## src/rtl/alu_arbiter_pkg.sv

```systemverilog
// Shared types for the two-requester ALU arbiter: opcodes and controller states.
package alu_arbiter_pkg;

  typedef enum logic [1:0] {
    OP_SUB = 2'b00,
    OP_CMP = 2'b01,
    OP_SHL = 2'b10,
    OP_CHG = 2'b11
  } op_t;

  typedef enum logic [1:0] {
    ST_IDLE = 2'b00,
    ST_EXEC = 2'b01,
    ST_DONE = 2'b10
  } state_t;

  localparam logic [7:0] ERR_CNT_MAX = 8'hFF;

endpackage

```

## src/rtl/alu_arbiter_alu.sv

```systemverilog
// Shared combinational ALU: subtract, compare, left shift and single-bit toggle,
// with overflow, range-error, even-parity and single-zero-bit flags on the result.
module alu_arbiter_alu
  import alu_arbiter_pkg::*;
#(
  parameter int BITS = 8
) (
  input  op_t             op,
  input  logic [BITS-1:0] a,
  input  logic [BITS-1:0] b,
  output logic [BITS-1:0] out,
  output logic            ovf,
  output logic            err,
  output logic            even,
  output logic            single
);

  localparam int SW = $clog2(BITS);

  logic            b_oor;
  logic [SW-1:0]   sh;
  logic [2*BITS-1:0] wide;
  logic [BITS-1:0] one;

  assign b_oor = (32'(b) >= 32'(BITS));
  assign sh    = b[SW-1:0];
  assign wide  = {{BITS{1'b0}}, a} << sh;
  assign one   = {{(BITS-1){1'b0}}, 1'b1};

  always_comb begin
    out = '0;
    ovf = 1'b0;
    err = 1'b0;
    unique case (op)
      OP_SUB: begin
        out = a - b;
        ovf = (a[BITS-1] ^ b[BITS-1]) & (out[BITS-1] ^ a[BITS-1]);
      end
      OP_CMP: begin
        if (a == b)     out = '0;
        else if (a > b) out = one;
        else            out = '1;
      end
      OP_SHL: begin
        // Shift amounts past the word width are rejected rather than wrapped.
        if (b_oor) err = 1'b1;
        else begin
          out = wide[BITS-1:0];
          ovf = |wide[2*BITS-1:BITS];
        end
      end
      OP_CHG: begin
        if (b_oor) err = 1'b1;
        else       out = a ^ (one << sh);
      end
      default: out = '0;
    endcase
  end

  // "single" marks a result with exactly one cleared bit.
  assign even   = ~^out;
  assign single = $onehot(~out);

endmodule

```

## src/rtl/alu_arbiter.sv

```systemverilog
// Two-requester round-robin front end for one shared ALU; one operation in flight,
// result held until the consumer takes it.
module alu_arbiter
  import alu_arbiter_pkg::*;
#(
  parameter int BITS = 8
) (
  input  logic                 i_clk,
  input  logic                 i_rst,
  input  logic [1:0]           i_valid,
  input  logic [1:0][1:0]      i_op,
  input  logic [1:0][BITS-1:0] i_a,
  input  logic [1:0][BITS-1:0] i_b,
  output logic [1:0]           o_ready,
  output logic                 o_res_valid,
  output logic                 o_res_id,
  output logic [BITS-1:0]      o_res_out,
  output logic                 o_res_ovf,
  output logic                 o_res_err,
  output logic                 o_res_even,
  output logic                 o_res_single,
  input  logic                 i_res_ready,
  output logic [7:0]           o_err_cnt,
  output state_t               o_dbg_state
);

  // Handshake: a request moves on the edge where i_valid[r] && o_ready[r]; a result
  // moves on the edge where o_res_valid && i_res_ready. o_ready never depends on
  // o_ready, and o_res_* stay frozen while o_res_valid waits for i_res_ready.

  state_t          state;
  logic            rr_pref;
  op_t             cap_op;
  logic [BITS-1:0] cap_a;
  logic [BITS-1:0] cap_b;
  logic            cap_id;

  logic            grant_id;
  logic            xfer;

  logic [BITS-1:0] alu_out;
  logic            alu_ovf;
  logic            alu_err;
  logic            alu_even;
  logic            alu_single;

  always_comb begin
    o_ready = 2'b00;
    if (!i_rst && state == ST_IDLE) begin
      unique case (i_valid)
        2'b01:   o_ready = 2'b01;
        2'b10:   o_ready = 2'b10;
        2'b11:   o_ready = rr_pref ? 2'b10 : 2'b01;
        default: o_ready = 2'b00;
      endcase
    end
  end

  assign grant_id    = o_ready[1];
  assign xfer        = |o_ready;
  assign o_dbg_state = state;

  alu_arbiter_alu #(.BITS(BITS)) u_alu (
    .op     (cap_op),
    .a      (cap_a),
    .b      (cap_b),
    .out    (alu_out),
    .ovf    (alu_ovf),
    .err    (alu_err),
    .even   (alu_even),
    .single (alu_single)
  );

  always_ff @(posedge i_clk) begin
    if (i_rst) begin
      state        <= ST_IDLE;
      rr_pref      <= 1'b0;
      cap_op       <= OP_SUB;
      cap_a        <= '0;
      cap_b        <= '0;
      cap_id       <= 1'b0;
      o_res_valid  <= 1'b0;
      o_res_id     <= 1'b0;
      o_res_out    <= '0;
      o_res_ovf    <= 1'b0;
      o_res_err    <= 1'b0;
      o_res_even   <= 1'b0;
      o_res_single <= 1'b0;
      o_err_cnt    <= '0;
    end else begin
      unique case (state)
        ST_IDLE: begin
          if (xfer) begin
            cap_op  <= op_t'(i_op[grant_id]);
            cap_a   <= i_a[grant_id];
            cap_b   <= i_b[grant_id];
            cap_id  <= grant_id;
            // The loser of this grant wins the next tie.
            rr_pref <= ~grant_id;
            state   <= ST_EXEC;
          end
        end
        ST_EXEC: begin
          o_res_out    <= alu_out;
          o_res_ovf    <= alu_ovf;
          o_res_err    <= alu_err;
          o_res_even   <= alu_even;
          o_res_single <= alu_single;
          o_res_id     <= cap_id;
          o_res_valid  <= 1'b1;
          state        <= ST_DONE;
        end
        ST_DONE: begin
          if (i_res_ready) begin
            o_res_valid <= 1'b0;
            if (o_res_err && o_err_cnt != ERR_CNT_MAX) o_err_cnt <= o_err_cnt + 8'd1;
            state <= ST_IDLE;
          end
        end
        default: state <= ST_IDLE;
      endcase
    end
  end

endmodule

```

## config.mk

```make
export PLATFORM = sky130hd
export DESIGN_NAME = alu_arbiter
export DESIGN_NICKNAME = d
export VERILOG_FILES = /design/src/rtl/alu_arbiter_pkg.sv /design/src/rtl/alu_arbiter_alu.sv /design/src/rtl/alu_arbiter.sv
export SDC_FILE = /design/constraint.sdc
export NUM_CORES = 1
export LEC_CHECK = 0
export CAP_MARGIN = 20
export CORE_UTILIZATION = 25
export CTS_BUF_LIST = sky130_fd_sc_hd__clkbuf_4
export CTS_CLUSTER_SIZE = 12
export DETAILED_ROUTE_END_ITERATION = 10
export HOLD_SLACK_MARGIN = 0.03
export PLACE_DENSITY = 0.48
export SYNTH_ARGS = -nofsm -noshare
export SYNTH_HDL_FRONTEND = slang
export SYNTH_HIERARCHICAL = 1
export SYNTH_SLANG_ARGS = --single-unit
```

## constraint.sdc

```tcl
create_clock -name i_clk -period 6 [get_ports i_clk]
set_clock_uncertainty 0.05 [all_clocks]
set_input_delay 1.2 -clock i_clk [delete_from_list [all_inputs] [get_ports i_clk]]
set_output_delay 1.2 -clock i_clk [all_outputs]
set_load 0.01 [all_outputs]
```

==> results.ini <==
[floorplan]
die_w_um=115
coreArea_um2=12200
dieArea_um2=13200
initial_core_util_pct=26.1
fp.dieH_um=115
pin_count=67
fp-row-count=40

[sta]
setup_tns_ns=0
period_share_pct=85.2
worstMarginPinSlew_ns=0.906
fmax_mhz=196
holdWs_ns=0.419
finalMaxSlewViolations=0
hold_viol_final=0
rsz0062_at_grt=no
setup_violations=0
slew_headroom_pct=39.5
finalCriticalPeriod_ns=5.11

[min_path]
min_to=o_res_id
worst_hold_path_type=reg2reg
worstHoldPathCells=2
hold_path.startpoint=cap_id

[placed_design]
place_hpwl_mm=6.59
dp.cells=628
io_buffer_count=66
routabilityCongestion=0.846

[synth]
netlist_instances=413
syn-cell-area_um2=3190
synth.net_count=473
synth_ff_type=dfxtp_1
synth_cell_type_count=57
yosys_warnings=6
yosysSeqAreaShare_pct=27.6
synth_edf_count=0
syn_area_per_cell_um2=7.72
synth-seq-cells=44
async_flop_share_pct=0

[clocking]
clkTransAtPathRegs_ns=0.14
cts.sink_count=44
clock-root-buffer=clkbuf_4
htreeDepth=2
clock_path_buffers=2
postCtsHoldBufs=0
cts_setup_buffers=0
tritoncts=built
insertion_delay_ns=0.35
cts_resized=0
numCtsBuffers=5

[layout]
mostFrequentLayoutCells=78 x nand2_1, 66 x clkdlybuf4s50_1, 44 x dfxtp_1
antennaDiodeCount=0
post-route-util_pct=33.0
syn2layout_area_growth_pct=26.2
mostFrequentLayoutCell=nand2_1
drive_gt1_share_pct=5.14
fin_nets=527
fin_cells=635

[global_route]
grt_usage_pct=14.0
grt_pass1_wl_mm=14.8
grt_max_degree=45
grt-ovfl-total=0
antenna_found_initial=0
first_global_vias=3020

[worst_setup_path]
endpoint_kind=flop
worst_r2r_endpoint=o_res_single
r2r-start=cap_b[2]
rrSetupSlack_ns=0.89
path_class=reg2reg
required_ns=6.24
crit_arrival_ns=5.36
cp_max_fo=15
rr_worst_depth=23
critPathLaunchType=flop
startpoint=cap_b[2]

[route]
vias_per_cell=4.82
wirelength_mm=8.77
ant_nets=0
drc=0
wl_per_cell_um=13.8
firstDrtPassIters=4
num_vias=3061
drtIter0Drc=188

[power]
irDropWorstVdd_mv=0.169
leakagePower_nw=1.48
powerDensity_nw_per_um2=327

[job]
cap_violations=0

[outcome]
status=finished clean

synthesized netlist by cell type (2+ instances only):
master     count  area (um2)
o21a_1         4        30.0
and2_1         4        25.0
dfxtp_1       44         881
o211ai_1       3        22.5
buf_2          8        40.0
mux4_2         3        67.6
mux2i_1        4        40.0
nand2b_1       6        37.5
nand3b_1       3        22.5
a2bb2oi_1      2        17.5
a21o_1         4        30.0
o2111ai_1      2        17.5
a31oi_1        2        12.5
nand4_1        4        25.0
fa_1           5         100
xnor3_1        2        45.0
nand2_1       78         293
or3_1          2        12.5
nand3_1        8        40.0
a311oi_1      19         166
nor3_1         3        15.0
a21oi_1       31         155
o21ai_0       16        80.1
buf_1          2        7.51
xor2_1        16         140
buf_6          3        33.8
or3b_1         2        17.5
a211oi_1      10        75.1
inv_2          2        7.51
mux2_2         2        22.5
ha_1          14         175
clkbuf_1      11        41.3
nor2b_1        5        31.3
nor2_1        42         158
inv_1         25        93.8
routing by layer:
| metal | track usage, % | wire (um) | part of all wire, % |
|---|---|---|---|
| met2 | 22.7 | 3960 | 45 |
| met5 | 0 | 0 | 0 |
| met4 | 3.64 | 127 | 1.4 |
| met1 | 19.7 | 4370 | 50 |
| met3 | 1.48 | 311 | 3.5 |
where the power goes:
part	leakage (nW)	total, W	internal (W)	switching (W)
clock	0.0271	0.000143	0.0000429	0.000100
combinational	1.09	0.000808	0.000380	0.000428
sequential	0.359	0.000363	0.000321	0.0000422
total	1.48	0.00131	0.000744	0.000570
layout make-up:
type                            instances  area [um2]
Multi-Input combinational cell        318        2080
Clock inverter                          2        12.5
Inverter                               27         101
Fill cell                            1335        8190
Clock buffer                            5        37.5
Sequential cell                        44         881
Timing Repair Buffer                   71         698
Tap cell                              168         210
critical path, stage by stage (launching register included):
cell	delay (ns)
dfxtp_1	0.63
inv_1	0.22
ha_1	0.39
nand4_1	0.12
nor2_1	0.07
a2111o_1	0.39
nor2_1	0.24
a211oi_1	0.07
a21o_1	0.18
inv_1	0.09
fa_1	0.42
inv_1	0.08
fa_1	0.40
inv_1	0.08
fa_1	0.40
inv_1	0.07
ha_1	0.15
inv_1	0.06
fa_1	0.38
nor2_1	0.11
nand3_1	0.09
a21oi_1	0.13
nand2_1	0.06
a21oi_1	0.15
worst max-delay path by stage:
stage / end / slack (ns) / cells after the start
2_1_floorplan: o_res_single / 1.37 / 24
3_3_place_gp: o_res_single / 1.16 / 23
3_5_place_dp: o_res_single / 0.93 / 23
4_1_cts: o_res_single / 0.89 / 23
5_1_grt: o_res_single / 0.32 / 22
6_report: o_res_single / 0.89 / 23
state kept, by name (all words and copies together), names as in the netlist, 2 cells and up:
signal,flops
cap_a,8
cap_b,8
cap_op,2
o_dbg_state,2
o_err_cnt,8
o_res_out,8
per-stage QoR:
step | instance area, um2 | power [W] | worst slack [ns]
after floorplan | 3190 | 0.000958 | 1.37
after global placement | 3980 | 0.00114 | 1.16
after detailed placement | 3980 | 0.00118 | 0.934
after CTS | 4030 | 0.00134 | 0.888
after global routing | 4030 | 0.00147 | 0.322
final | 4030 | 0.00131 | 0.888
logic make-up (layout without fill, tap and decap cells):
logic type / Yosys count / in the layout / share of synthesized area, %
muxes: 9 / 9 / 4.08
AOI/OAI and AO/OA: 103 / 103 / 22.4
buffers and inverters: 51 / 105 / 7.02
adders and majority gates: 19 / 19 / 8.63
and+or+nand+nor: 168 / 168 / 24.1
DFF: 44 / 44 / 27.6
xor gates and xnor gates: 19 / 19 / 6.08
No activity file was read; power rests on OpenSTA's default activity.
